<file path="config.mk">
export PLATFORM = sky130hd
export DESIGN_NAME = hazard_unit
export DESIGN_NICKNAME = d
export VERILOG_FILES = /design/src/rtl/hazard_pkg.sv /design/src/rtl/forward_sel.sv /design/src/rtl/hazard_unit.sv
export SDC_FILE = /design/constraint.sdc
export NUM_CORES = 1
export LEC_CHECK = 0
export BUFFER_PORTS_ARGS = -buffer_cell sky130_fd_sc_hd__buf_2
export CORE_MARGIN = 2
export CORE_UTILIZATION = 30
export CTS_CLUSTER_SIZE = 12
export DETAILED_ROUTE_END_ITERATION = 7
export PLACE_DENSITY = 0.72
export SLEW_MARGIN = 20
export SYNTH_ARGS = -nofsm -noshare
export SYNTH_HDL_FRONTEND = slang
export SYNTH_SLANG_ARGS = --single-unit
</file>
<file path="constraint.sdc">
create_clock -name clk -period 3.8 [get_ports clk]
set_input_delay 0.38 -clock clk [delete_from_list [all_inputs] [get_ports clk]]
set_output_delay 0.38 -clock clk [all_outputs]
set_load 0.02 [all_outputs]
</file>
<file path="src/rtl/hazard_pkg.sv">
// Shared types and constants for the pipeline hazard controller.
package hazard_pkg;

  localparam int REG_W = 5;

  typedef enum logic [1:0] {
    ST_RUN      = 2'b00,
    ST_MEM_WAIT = 2'b01,
    ST_HALT     = 2'b10
  } state_e;

  localparam logic [1:0] FWD_RF  = 2'b00;
  localparam logic [1:0] FWD_MEM = 2'b10;
  localparam logic [1:0] FWD_WB  = 2'b01;

  // x0 is hard-wired zero, so it never carries a dependency.
  function automatic logic reg_dep(input logic [REG_W-1:0] rd,
                                   input logic             wr_en,
                                   input logic [REG_W-1:0] rs);
    return wr_en && (rd != '0) && (rd == rs);
  endfunction

endpackage

</file>
<file path="src/rtl/forward_sel.sv">
// ALU operand bypass select for one source register; Memory beats Writeback.
module forward_sel
  import hazard_pkg::*;
(
  input  logic [REG_W-1:0] rs_i,
  input  logic [REG_W-1:0] rd_m_i,
  input  logic             regwrite_m_i,
  input  logic [REG_W-1:0] rd_w_i,
  input  logic             regwrite_w_i,
  output logic [1:0]       fwd_o
);

  always_comb begin
    if (reg_dep(rd_m_i, regwrite_m_i, rs_i)) begin
      fwd_o = FWD_MEM;
    end else if (reg_dep(rd_w_i, regwrite_w_i, rs_i)) begin
      fwd_o = FWD_WB;
    end else begin
      fwd_o = FWD_RF;
    end
  end

endmodule

</file>
<file path="src/rtl/hazard_unit.sv">
// Stall/flush/forwarding controller for the 5-stage pipeline with a memory-wait watchdog.
// Optional HAZARD_PERF_EN adds 32-bit Stall_Count / Flush_Count performance counters.
module hazard_unit
  import hazard_pkg::*;
#(
  parameter int WAIT_TIMEOUT = 16
) (
  input  logic             clk,
  input  logic             rst,
  input  logic [REG_W-1:0] Rs1_D,
  input  logic [REG_W-1:0] Rs2_D,
  input  logic [REG_W-1:0] Rs1_E,
  input  logic [REG_W-1:0] Rs2_E,
  input  logic [REG_W-1:0] Rd_E,
  input  logic [REG_W-1:0] Rd_M,
  input  logic [REG_W-1:0] Rd_W,
  input  logic             RegWrite_E,
  input  logic             RegWrite_M,
  input  logic             RegWrite_W,
  input  logic             ResultSrc_E,
  input  logic             PCSrc_E,
  input  logic             MemAccess_M,
  input  logic             DMem_Ready,
  output logic             Stall_F,
  output logic             Stall_D,
  output logic             Stall_E,
  output logic             Stall_M,
  output logic             Stall_W,
  output logic             Flush_D,
  output logic             Flush_E,
  output logic [1:0]       ForwardA_E,
  output logic [1:0]       ForwardB_E,
  output logic             Mem_Timeout
`ifdef HAZARD_PERF_EN
  ,
  output logic [31:0]      Stall_Count,
  output logic [31:0]      Flush_Count
`endif
);

  localparam int CNT_W = $clog2(WAIT_TIMEOUT + 1);
  localparam logic [CNT_W-1:0] CNT_LAST = CNT_W'(WAIT_TIMEOUT - 1);
  localparam logic [CNT_W-1:0] CNT_ONE  = CNT_W'(1);

  state_e           state_q, state_d;
  logic [CNT_W-1:0] wait_cnt_q, wait_cnt_d;
  logic             mem_timeout_q, mem_timeout_d;

  logic       lw_hz, mem_hz;
  logic       freeze, follow_run;
  logic [1:0] fwd_a, fwd_b;

  assign lw_hz  = ResultSrc_E && (reg_dep(Rd_E, RegWrite_E, Rs1_D) ||
                                  reg_dep(Rd_E, RegWrite_E, Rs2_D));
  assign mem_hz = MemAccess_M && !DMem_Ready;

  forward_sel u_fwd_a (
    .rs_i         (Rs1_E),
    .rd_m_i       (Rd_M),
    .regwrite_m_i (RegWrite_M),
    .rd_w_i       (Rd_W),
    .regwrite_w_i (RegWrite_W),
    .fwd_o        (fwd_a)
  );

  forward_sel u_fwd_b (
    .rs_i         (Rs2_E),
    .rd_m_i       (Rd_M),
    .regwrite_m_i (RegWrite_M),
    .rd_w_i       (Rd_W),
    .regwrite_w_i (RegWrite_W),
    .fwd_o        (fwd_b)
  );

  // freeze: every stage holds. follow_run: normal branch / load-use priority applies.
  always_comb begin
    // NOTE: every combinational output gets a default first so no path infers a latch.
    state_d    = state_q;
    wait_cnt_d = wait_cnt_q;
    freeze     = 1'b0;
    follow_run = 1'b0;
    unique case (state_q)
      ST_RUN: begin
        if (mem_hz) begin
          freeze     = 1'b1;
          state_d    = ST_MEM_WAIT;
          wait_cnt_d = CNT_ONE;
        end else begin
          follow_run = 1'b1;
        end
      end
      ST_MEM_WAIT: begin
        if (mem_hz) begin
          freeze = 1'b1;
          if (wait_cnt_q == CNT_LAST) begin
            state_d = ST_HALT;
          end else begin
            wait_cnt_d = wait_cnt_q + CNT_ONE;
          end
        end else begin
          follow_run = 1'b1;
          state_d    = ST_RUN;
          wait_cnt_d = '0;
        end
      end
      ST_HALT: begin
        freeze = 1'b1;
      end
      default: begin
        state_d    = ST_RUN;
        wait_cnt_d = '0;
      end
    endcase
  end

  assign mem_timeout_d = mem_timeout_q || (state_d == ST_HALT);

  always_ff @(posedge clk or negedge rst) begin
    if (!rst) begin
      state_q       <= ST_RUN;
      wait_cnt_q    <= '0;
      mem_timeout_q <= 1'b0;
    end else begin
      // NOTE: registered state uses non-blocking assignments so all flops update together.
      state_q       <= state_d;
      wait_cnt_q    <= wait_cnt_d;
      mem_timeout_q <= mem_timeout_d;
    end
  end

  // Held reset masks every control output, whatever the pipeline registers contain.
  assign Stall_F    = rst && (freeze || (follow_run && !PCSrc_E && lw_hz));
  assign Stall_D    = Stall_F;
  assign Stall_E    = rst && freeze;
  assign Stall_M    = rst && freeze;
  assign Stall_W    = rst && freeze;
  assign Flush_D    = rst && follow_run && PCSrc_E;
  assign Flush_E    = rst && follow_run && (PCSrc_E || lw_hz);
  assign ForwardA_E = rst ? fwd_a : FWD_RF;
  assign ForwardB_E = rst ? fwd_b : FWD_RF;
  assign Mem_Timeout = mem_timeout_q;

`ifdef HAZARD_PERF_EN
  logic [31:0] stall_cnt_q, flush_cnt_q;

  always_ff @(posedge clk or negedge rst) begin
    if (!rst) begin
      stall_cnt_q <= '0;
      flush_cnt_q <= '0;
    end else begin
      stall_cnt_q <= stall_cnt_q + {31'd0, Stall_F};
      flush_cnt_q <= flush_cnt_q + {31'd0, Flush_D};
    end
  end

  assign Stall_Count = stall_cnt_q;
  assign Flush_Count = flush_cnt_q;
`endif

endmodule

</file>
Word-level counts from Yosys, hierarchy flattened
Index checks and enable logic that the tools add are counted.
Word-level totals
  register bits after elaboration: 8
  bits of input ports: 44
  output and inout bits: 12
  word-level logic and storage cells: 65
Operators by class
  add/sub/neg operators: 1
  equality and inequality tests: 12
  muxes and demuxes: 18
  bitwise operators: 1
  reduce and logical (&&, ||, !) cells: 30
Operators with widths (count)
  5-bit equality test: 6
  1-bit logical AND: 18
  5-bit 2-to-1 mux: 3
  5-bit case mux with 3 select lines: 1
  5-bit nonzero test: 3
  2-bit 2-to-1 mux: 7
  2-bit case mux with 3 select lines: 1
  5-bit by 1-bit adder with 5-bit output, second input constant: 1
  5-bit by 4-bit equality test with 1-bit output, second input constant: 1
  1-bit 2-to-1 mux: 5
  2-bit equality test, second input constant: 2
  1-bit logical OR: 4
  3-bit != test, second input constant: 1
  3-bit AND reduction: 1
  2-bit by 1-bit equality test with 1-bit output, second input constant: 1
  1-bit zero test: 2
  2-bit zero test: 1
  2-bit != test, second input constant: 1
  1-bit case mux with 2 select lines: 1
  2-bit OR reduction: 1
  1-bit NOT: 1

Depth between registers and ports, before layout
  word-level depth: 8
  depth in mapped cells: 7
  mapped depth without buffers: 7

Hierarchy
Synthesis repeated with hierarchy kept, for this count alone.
Second synthesis, totals
  cell total of the unflattened synthesis: 112
  area total of the unflattened synthesis: 959.7 um^2
Modules (own cells, without submodules)
  hazard_unit: times used 1, cells each 72, area an instance 656.9 um^2, sequential area each 200.2 um^2
  forward_sel: times used 2, cells each 20, area an instance 151.4 um^2, sequential area each 0.0 um^2

Worst setup path before layout
OpenSTA, ideal clock, no wires.
  path kind: input-to-output
  start point: input port Rd_E[2]
  end point: output port Stall_F
  arrival time: 1.988 ns
  required time: 3.420 ns
  path slack: 1.432 ns
  stages on the path: 5
  path buffers: 1
  cell sequence: xor2_1 > nor3_1 > a22oi_1 > o41ai_1 > buf_4
On the way
  cells in the longest elaborated chain, start to end: 8
  elaborated cells on any way between the ends: 11
  classes of those cells: eq/ne (2); reduce/logical (9)
RTL lines
  from (decl): RTL line hazard_unit.sv:14  | input logic [REG_W-1:0] Rd_E,
  5-bit nonzero test: RTL line hazard_pkg.sv:20  | return wr_en && (rd != '0) && (rd == rs);
  1-bit logical AND (2 in a row): RTL line hazard_pkg.sv:20
  1-bit logical OR *: RTL line hazard_unit.sv:53  | assign lw_hz = ResultSrc_E && (reg_dep(Rd_E, RegWrite_E, Rs1_D) ||
  1-bit logical AND *: RTL line hazard_unit.sv:53
  1-bit logical AND *: RTL line hazard_unit.sv:132  | assign Stall_F = rst && (freeze || (follow_run && !PCSrc_E && lw_hz));
  1-bit logical OR *: RTL line hazard_unit.sv:132
  1-bit logical AND *: RTL line hazard_unit.sv:132
  to (decl): RTL line hazard_unit.sv:24  | output logic Stall_F,
Mark *: on every way between the ends. The rest lies on a longest branch, timed or not.

Worst setup path in the final report
  start point: input port rst
  end point: output port ForwardB_E[0]
On the way
  cells in the longest elaborated chain, start to end: 1
RTL lines
  from (decl): RTL line hazard_unit.sv:9  | input logic rst,
  2-bit 2-to-1 mux: RTL line hazard_unit.sv:140  | assign ForwardB_E = rst ? fwd_b : FWD_RF;
  to (decl): RTL line hazard_unit.sv:32  | output logic [1:0] ForwardB_E,
No other way between the ends.

==> results.md <==
- Final period util: 67.3%
- Worst Path Max Fanout: 13
- Max Freq: just under 0.4 GHz
- Asr flop ratio synth: 100%
- Cells after Synth: 101
- Die W: between 50 and 60 um
- Synth top area cells: xor2_1, dfrtp_1, xnor2_1
- Synth Cell Area: 880 um2
- Power, Total: ~0.25 mW
- Layout Skew: roughly 0.0096 ns
- CTS buffer count: 3
- Share of cells above drive strength 1: a little over two fifths
- DRC viols: 0
- Port Buffers: 55
- Pre-CTS setup slack: 1.70 ns
- Top-Level Pins: 56
- Sequential fraction of the synthesis area: a little under a quarter
- Worst slew pin tran: roughly 0.43 ns
- Slew Limit Headroom: a little under three quarters
- Area grow syn2layout: 36.4%
- Synth top cells by count: xor2_1, dfrtp_1, xnor2_1
- Final instance area: about 1200 um2
- Post-Route Utilization: a little over two fifths
- Nature of the critical path startpoint: primary input
- Worst-path clk slew: roughly 0.050 ns
- Die Y: ~58 um
- Hold_ws: around 0.46 ns
- Post-Syn Nets: 147
- Seq cells post-synth: 8
- Final Critical Period: 2.56 ns
- CTS Root Cell: clkbuf_4
- Avg Inst Size Synth: around 8.7 um2
- Vias: 877
- Power per cell area: approximately 200 nW/um2
- Num rows: 19
- Final GP Congestion: 0.866
- Top cell type by total area after synthesis: xor2_1
- CP Data Required Time: about 3.4 ns
- Peak supply drop: approximately 0.15 mV
- Synth top area share: about a quarter
- Max-slew violation count: 0
- Post-synth EDFFs: 0
- Number of nets with antenna violations after detailed routing: 0
- WL final: about 2.1 mm
- Die ar.: ~3400 um2
- DR WL/cell: between 10 and 15 um
- Max Cap Viol: 0
- DRT Pass-1 Iters: 4
- TritonCTS clock tree: yes
- Core area: approximately 2800 um2
- CP arrival: between 2 and 2.5 ns
- CTS H-Tree Depth: 1
- Hold crit path type: reg -> reg
- Final #Nets: 204
- CTS sink count: 8
- Kind of critical path: in -> out
- DP Cell Count: 183
- Yosys warns: 0
- Status: completed
- Avg Vias per Cell: roughly 4.7
- Maximum root-to-sink buffer count: 2
- Synth cell types: 33
- Post-CTS setup buffers: 0
- Setup TNS: 0 ns
- PostCTS Resize Cnt: 0
- Endpoints failing setup: 0
- Fin. Hold Viols: 0
- Hold-fix buffers at CTS: 1
- Antenna violations before repair: 0
- Largest net degree at the start of global routing: 14
- Placed Instance Area: between 1000 and 1500 um2
- Clk_lat worst skew: 0.26 ns
- Ant. Diodes: 0
- PnR worst setup slack: 1.24 ns
- Non-filler cells in the finished layout: 187
- Prevailing post-synth register cell: dfrtp_1
- Worst Setup End Kind: output port
- Number of fill cells: 283
- Hpwl dp: ~1.8 mm
- RSZ-0062 raised after global routing: false
- First-pass GRT wire length: 3.35 mm
- Most common cell in the synthesized netlist: xor2_1
- Gr usage total: between 10% and 20%
- Leak: roughly 0.6 nW
- Total grt overflow: 0
- Initial Util: about a third
- Initial DRC Count: 13
- Vias in the first global route: 800
-- layout by cell type, fill, tap and decap left out, drive strengths merged, types with 2 or more instances in the layout --
cell and n:
and2 2, buf 55, clkbuf 3, dfrtp 8, ha 2, inv 3, nand2 5, nand3 6
nor2 3, nor2b 5, nor3 2, nor4 4, o21ai 4, o22ai 2, o31ai 2, or4 5
xnor2 7, xor2 25
-- report_power, final --
group          switching, mW  internal, mW  total, mW  leakage, nW
combinational         0.0455        0.0437     0.0892        0.480
clock                 0.0292        0.0362     0.0653       0.0138
sequential           0.00329        0.0881     0.0913        0.108
total                 0.0779         0.168      0.246        0.602
-- per-layer routing --
| layer | GRT usage [%] | up-vias | share of wire [%] |
|---|---|---|---|
| met2 | 19.8 | 18 | 50 |
| met5 | 0 | - | 0 |
| met1 | 16.4 | 386 | 44 |
| met4 | 5.65 | 0 | 1.0 |
| li1 | - | 469 | - |
| met3 | 4.46 | 4 | 4.3 |
-- flip-flops by register name, summed over array words and instances (netlist names) --
name	cells
wait_cnt_q	5
state_q	2
Mem_Timeout	1
-- worst paths after layout --
| kind | start | endpoint | depth (start not counted) | slack [ns] |
|---|---|---|---|---|
| max in group asynchronous | rst | Mem_Timeout | 2 | 3.08 |
| worst max-delay path | rst | ForwardB_E[0] | 6 | 1.24 |
| worst min register to register | Mem_Timeout | Mem_Timeout | 1 | 0.46 |
| worst max register to register | wait_cnt_q[0] | wait_cnt_q[3] | 7 | 2.12 |
| worst min-delay path | Mem_Timeout | Mem_Timeout | 1 | 0.46 |
| min in group asynchronous | rst | wait_cnt_q[3] | 2 | 0.51 |
-- cell type report --
type,instances,area (um2),share of cell area [%]
Timing Repair Buffer,56,285,23.8
Inverter,3,11.3,0.938
Tap cell,31,38.8,3.23
Clock buffer,3,22.5,1.88
Multi-Input combinational cell,86,642,53.5
Sequential cell,8,200,16.7
-- cell families (layout without fill, tap and decap cells) --
group / after synthesis / after routing / synth area share, %
and+or+nand+nor: 36 / 36 / 24.9
xor gates and xnor gates: 32 / 32 / 31.9
AOI/OAI and AO/OA: 14 / 14 / 11.0
DFF: 8 / 8 / 22.8
buffers and inverters: 7 / 62 / 4.27
adders and majority gates: 2 / 2 / 2.84
muxes: 2 / 2 / 2.42
-- critical path: stages --
cell and delay [ns]:
dlygate4sd3_1 0.51, buf_2 0.25, o211ai_1 0.14, or4_1 0.56
nor4_2 0.14, buf_2 0.19
Power figures use the tool's default switching activity.
